--- config.mk ---
export PLATFORM = sky130hd
export DESIGN_NAME = mux_arb_reg
export DESIGN_NICKNAME = d
export VERILOG_FILES = /design/src/rtl/mux_arb_reg.sv
export SDC_FILE = /design/constraint.sdc
export NUM_CORES = 1
export LEC_CHECK = 0
export ABC_AREA = 1
export CAP_MARGIN = 20
export CORE_MARGIN = 5
export CORE_UTILIZATION = 40
export DETAILED_ROUTE_END_ITERATION = 6
export PLACE_DENSITY = 0.95
export SYNTH_ARGS = -nofsm -noshare
export SYNTH_HDL_FRONTEND = slang
export SYNTH_SLANG_ARGS = --single-unit
--- constraint.sdc ---
create_clock -name clk -period 2.57 [get_ports clk]
set_input_delay 0.3855 -clock clk [delete_from_list [all_inputs] [get_ports clk]]
set_output_delay 0.3855 -clock clk [all_outputs]
set_load 0.005 [all_outputs]
--- src/rtl/mux_arb_reg.sv ---
//==============================================================================
// Module   : mux_arb_reg
// Purpose  : CH-channel, N-bit registered mux with valid/ready handshakes,
//            round-robin or fixed-priority arbitration and forced select.
// Revision : 1.0 - initial release
//==============================================================================
`default_nettype none

module mux_arb_reg #(
  parameter  int N  = 32,
  parameter  int CH = 4,
  parameter  int RR = 1,
  localparam int CW = $clog2(CH)
) (
  input  logic            clk,
  input  logic            rst,
  input  logic [CH*N-1:0] in_data,
  input  logic [CH-1:0]   in_valid,
  output logic [CH-1:0]   in_ready,
  input  logic            force_en,
  input  logic [CW-1:0]   force_sel,
  output logic [N-1:0]    out_data,
  output logic [CW-1:0]   out_ch,
  output logic            out_valid,
  input  logic            out_ready
);

  logic [N-1:0]  r_data;
  logic [CW-1:0] r_ch;
  logic          r_valid;
  logic [CW-1:0] r_ptr;

  logic [N-1:0]  w_chan [CH];
  logic [CH-1:0] w_elig;
  logic [CH-1:0] w_grant;
  logic [CW-1:0] w_gidx;
  logic          w_any;
  logic          w_can_load;
  logic          w_xfer;

  for (genvar gi = 0; gi < CH; gi++) begin : g_chan
    assign w_chan[gi] = in_data[gi*N +: N];
  end

  // An out-of-range forced index leaves nothing eligible.
  always_comb begin
    w_elig = in_valid;
    if (force_en) begin
      w_elig = '0;
      if (32'(force_sel) < CH) w_elig[force_sel] = in_valid[force_sel];
    end
  end

  always_comb begin
    int            idx;
    logic [CW-1:0] pos;
    idx     = 0;
    pos     = '0;
    w_grant = '0;
    w_gidx  = '0;
    w_any   = 1'b0;
    for (int k = 0; k < CH; k++) begin
      idx = k + ((RR != 0) ? int'(r_ptr) : 0);
      if (idx >= CH) idx = idx - CH;
      pos = CW'(idx);
      if (!w_any && w_elig[pos]) begin
        w_any        = 1'b1;
        w_grant[pos] = 1'b1;
        w_gidx       = pos;
      end
    end
  end

  assign w_can_load = !r_valid || out_ready;
  assign w_xfer     = w_any && w_can_load && !rst;
  assign in_ready   = w_grant & {CH{w_can_load && !rst}};

  always_ff @(posedge clk) begin
    if (rst) begin
      r_data  <= '0;
      r_ch    <= '0;
      r_valid <= 1'b0;
      r_ptr   <= '0;
    end else if (w_xfer) begin
      r_data  <= w_chan[w_gidx];
      r_ch    <= w_gidx;
      r_valid <= 1'b1;
      if (RR != 0) r_ptr <= (w_gidx == CW'(CH - 1)) ? '0 : w_gidx + 1'b1;
    end else if (out_ready) begin
      r_valid <= 1'b0;
    end
  end

  assign out_data  = r_data;
  assign out_ch    = r_ch;
  assign out_valid = r_valid;

endmodule

`default_nettype wire

==> flow_summary.yaml <==
flow_run:
  cap_violations: 0
layout:
  antenna_cells: 0
  finalNetCount: 851
  area_delta_synth_final_pct: 68.4
  final_util: 0.697
  drive_above_1_share: 0.108
power_and_ir_drop:
  internal_power_w: 0.00383
  comb_power_share: 0.823
  pwr_density_cell_nw_per_um2: 1440
  swShare: 0.510
  clock_power_share: 0.053
  seqPwrFrac: 0.124
  p_switching_w: 0.00399
  irDropWorstVdd_v: 0.000968
  power.total_w: 0.00782
  p_leak_nw: 2.50
sta:
  hold_violations: 0
  relSlewSlack: 0.726
  fin_worst_skew_ns: 0.00424
  setup_viol: 0
  tightest_slew_ns: 0.409
  min_period_over_period: 0.991
  drv_slew: 0
  period_minus_slack_ns: 2.55
  max_freq_ghz: 0.393
worst_setup_path:
  path_max_fanout: 4
  r2r_slack_ns: 0.19
  required_ns: 2.18
  cp-start-kind: "primary input"
  cp.arrival_ns: 2.16
  cp_cell_sequence: "clkdlybuf4s50_1, or2_4, nand3_2, nand3_1, nand2_2, nand3_2, clkinv_1, nand2_2, inv_2, nand2_1, a41oi_2, clkbuf_2"
  crit_slowest_cell: "clkdlybuf4s50_1"
  critPathMaxStageDelay_ns: 0.44
  path_class: "in2out"
  end_kind: "output pin"
route:
  vias: 4545
  drc: 0
  vias_per_cell: 5.63
  ant_nets: 0
  wl_um: 13500
  drt_iter0_markers: 292
  wire_per_inst_um: 16.7
  dr.pass1.iters: 6
placed_design:
  dp_hpwl_um: 10100
  routabilityCongestion: 0.909
  io_buffers: 176
logic_synthesis:
  synth_edf_count: 0
  synthTopCellsByArea: "dfxtp_1 (23%), nand3_1 (21%), nand2_1 (18%), nand4_1 (12%), inv_1 (5.3%)"
  synth.most_common_cell: "nand2_1"
  async_reset_ff_frac: 0
  synth_area_sq_um: 3210
  synth_compound_area_frac: 0.0339
  synthAdderAreaFrac: 0.0273
  synth_nets: 677
  synth_top_family_by_area: "simple AND/OR/NAND/NOR gates"
  seq_area_frac_synth: 0.231
  synth_flop_cell: "dfxtp_1"
  synth_xor_area_frac: 0
  ys_types: 27
  synth_top_area_share: 0.231
  synth.area.mux_share: 0
  syn_area_per_cell_sq_um: 6.04
  yosys_warnings: 0
  synthSimpleGateAreaFrac: 0.572
  post-synth-top-area-cell: "dfxtp_1"
  syn_inst: 532
  ys_ff_latch: 37
  yosys-top-cells-count: "nand2_1 (150), nand3_1 (134), nand4_1 (64)"
grt:
  grt_start_max_net_pins: 39
  track_usage: 0.252
  overflow: 0
  antenna_found_initial: 0
  grt_pass1_wl_um: 20800
  grt_pass1_vias: 4413
clock_network:
  clockBufferDepth: 2
  clkLatencyLatePin_ns: 0.28
  root_buffer: "clkbuf_8"
  cts_tree: "done"
  numClockSinks: 37
  cts_made_buffers: 5
  hold_buffers: 0
  cts.reportedPaths.clkPinSlew_ns: 0.07
  cts_max_level: 2
min_path:
  hold_path.class: "reg2reg"
floorplanning:
  start_util: 0.414
  core_sq_um: 7770
  die_w_um: 99.6
  die_h_um: 99.6
  num_rows: 32
  dieArea_sq_um: 9930
  io_pins: 177
outcome:
  status: "complete, no violations"
power groups by stage:
stage               Sequential [W]  Clock, W  Combinational (W)
global route              0.000988  0.000456            0.00703
floorplan                 0.000976         0            0.00390
finish                    0.000968  0.000414            0.00644
CTS                       0.000962  0.000419            0.00613
global placement          0.000962         0            0.00588
detailed placement        0.000968         0            0.00609
per-stage QoR:
step                      setup TNS, ns  area [sq um]  instances  hold WS [ns]  setup slack [ns]
after floorplan                       0          3210        532         0.455             0.283
after global placement            -2.38          5250        797         0.457            -0.211
after detailed placement         -10.02          5250        797         0.462            -0.477
after CTS                             0          5350        806         0.474           0.00646
after global routing            -0.0903          5410        808         0.489           -0.0370
final                                 0          5410        808         0.474            0.0228
metal layers:
metal / global-route usage / vias up / share of wire
met5: 0 / - / 0
met4: 0.0798 / 0 / 0.032
met3: 0.0659 / 50 / 0.077
met2: 0.445 / 261 / 0.50
met1: 0.297 / 2080 / 0.39
li1: - / 2154 / -
worst paths after layout:
| kind | start | endpoint | depth (start not counted) |
|---|---|---|---|
| worst min-delay path | out_data[24] | out_data[24] | 2 |
| worst min register to register | out_data[24] | out_data[24] | 2 |
| worst max register to register | r_ptr[0] | out_data[30] | 16 |
| worst max-delay path | in_valid[1] | in_ready[0] | 12 |
cell type report:
type,instances,area (sq um)
Timing Repair Buffer,211,2170
Multi-Input combinational cell,400,2100
Sequential cell,37,741
Tap cell,102,128
Clock buffer,7,86.3
Fill cell,626,2360
Inverter,51,191
placed cells by master (no fill, tap or decap), drive strengths merged, types with 3 or more instances in the layout:
cell	synthesis	layout
dlygate4sd2	0	3
clkbuf	7	12
clkdlybuf4s50	0	169
nor2	11	11
nand4	65	65
ha	7	7
nand3	141	141
a21oi	9	9
nand2	156	156
inv	49	49
a41oi	4	4
dfxtp	37	37
buf	37	34
worst max-delay path: cells and delay by family:
kind | cells | cell delay (ns)
AND/OR/NAND/NOR | 7 | 0.86
AO/OA/AOI/OAI | 1 | 0.15
buffers and inverters | 4 | 0.75
sequential cells by signal, indices dropped and copies added (netlist names):
name and flops:
out_data 32, out_valid 1, out_ch 2, r_ptr 2
cells by family after synthesis:
| logic type | count (synthesis) |
|---|---|
| AO/OA/AOI/OAI | 16 |
| buffers and inverters | 95 |
| flip-flops | 37 |
| AND/OR/NAND/NOR | 377 |
| adder cells (fa/ha/maj) | 7 |
what timing repair did:
action / CTS / global route
setup endpoints to repair: 6 / 10
pin swaps: 3 / 1
hold endpoints to repair: 0 / 0
resized for setup: 13 / 14
gates cloned: 0 / 1
buffers inserted: 2 / 1
(Power assumes the default switching activity.)
==> variant, RTL diff (same flow settings) <==
`RR`: 1 -> 0.
--- a/src/rtl/mux_arb_reg.sv
+++ b/src/rtl/mux_arb_reg.sv
@@ -11,3 +11,3 @@
   parameter  int CH = 4,
-  parameter  int RR = 1,
+  parameter  int RR = 0,
   localparam int CW = $clog2(CH)
Formal check against the unedited RTL: not equivalent (a bounded check fails within 4 cycles, from zero or initial values and one cycle with rst high).
==> variant against the unedited design <==
Sequential cell count down 2; worst setup slack better by 92 ps; design area down 10%; critical path depth down 4; wire length down 25%; largest cell class unchanged; synthesized area down 8.6%; via count down 15%.
Power is left out: it rests on default switching activity, and per cell area and clock period it moved more than threefold.
==> variant: results (changes against the unedited design) <==
status:
  status: "complete, no violations"
yosys:
  syn_nets: 694  # +2.5%
  yosys.cell_types.count: 21  # -22%
  ys_seq_area_frac: 0.239  # +0.00807
  synth_common_cells: "nand2_1, inv_1, nand3_1"
route:
  dr.pass1.iters: 4  # -2
  wl_met1_um: 3680  # -29%
  wl_per_cell_um: 12.3  # -26%
  met3_length_um: 933  # -9.9%
  vias: 3843  # -15%
  dr_wl_met2_um: 5300  # -22%
global_route:
  use_met3: 0.0545  # -0.0115
  grt_max_degree: 66  # +69%
  grtUsageMet1: 0.226  # -0.0716
  use_met2: 0.408  # -0.0376
  grt_pass1_wl_um: 15800  # -24%
  gr-usage-all-layers: 0.213  # -0.0396
setup_path:
  critPathMaxFanout: 3  # -1
  crit_path_end: "in_ready[2]"
  r2r_end: "out_valid$_SDFFE_PP0P_"
  r2r_setup_slack_ps: 1080  # +890 ps
  crit_path_start: "force_en"
  cpLargestDelayFamily: "buffers and inverters"
  worst-r2r-cell-count: 7  # -9
  rr_startpoint: "out_valid$_SDFFE_PP0P_"
finish:
  layout.nets: 857  # +0.71%
  drive_above_1_share: 0.0472  # -0.0604
timing:
  clock-skew-final_ps: 4.80  # +0.564 ps
  max_slew_margin: 0.608  # -0.117
clock_network:
  cts_resized: 0  # -13
  post-cts-setup-buffer-count: 0  # -2
worst_hold_path:
  hold_start: "out_data[30]$_SDFFE_PP0P_"
  min_to: "out_data[30]$_SDFFE_PP0P_"
place:
  gp_congestion: 0.827  # -9.0%
  hpwl_um: 7870  # -22%
==> variant: area by class of cell <==
type / count / area, µm²
inverter: 108 / 405
clock inverter: 2 / 35.0
sequential: 35 / 701
tap: 99 / 124
clock buffer: 6 / 82.6
fill: 604 / 2350
timing repair buffer: 187 / 1870
multi-input combinational: 382 / 1640
==> variant: per-stage QoR <==
step,setup WS (ps),std cells,hold WS (ps),utilization,instance area [µm²]
2_1_floorplan,961,556,463,-,2940
3_3_place_gp,117,810,455,0.656,4730
3_5_place_dp,8.72,810,460,0.656,4730
4_1_cts,40.6,818,473,0.672,4850
5_1_grt,35.9,819,491,0.674,4860
6_report,115,819,471,0.674,4860
==> variant: cell families (layout without fill, tap and decap cells) <==
group | Yosys count | count (layout) | share of synthesized area
AND/OR/NAND/NOR | 373 | 373 | 0.529
buffers and inverters | 139 | 303 | 0.203
flip-flops | 35 | 35 | 0.239
AO/OA/AOI/OAI | 9 | 9 | 0.0294
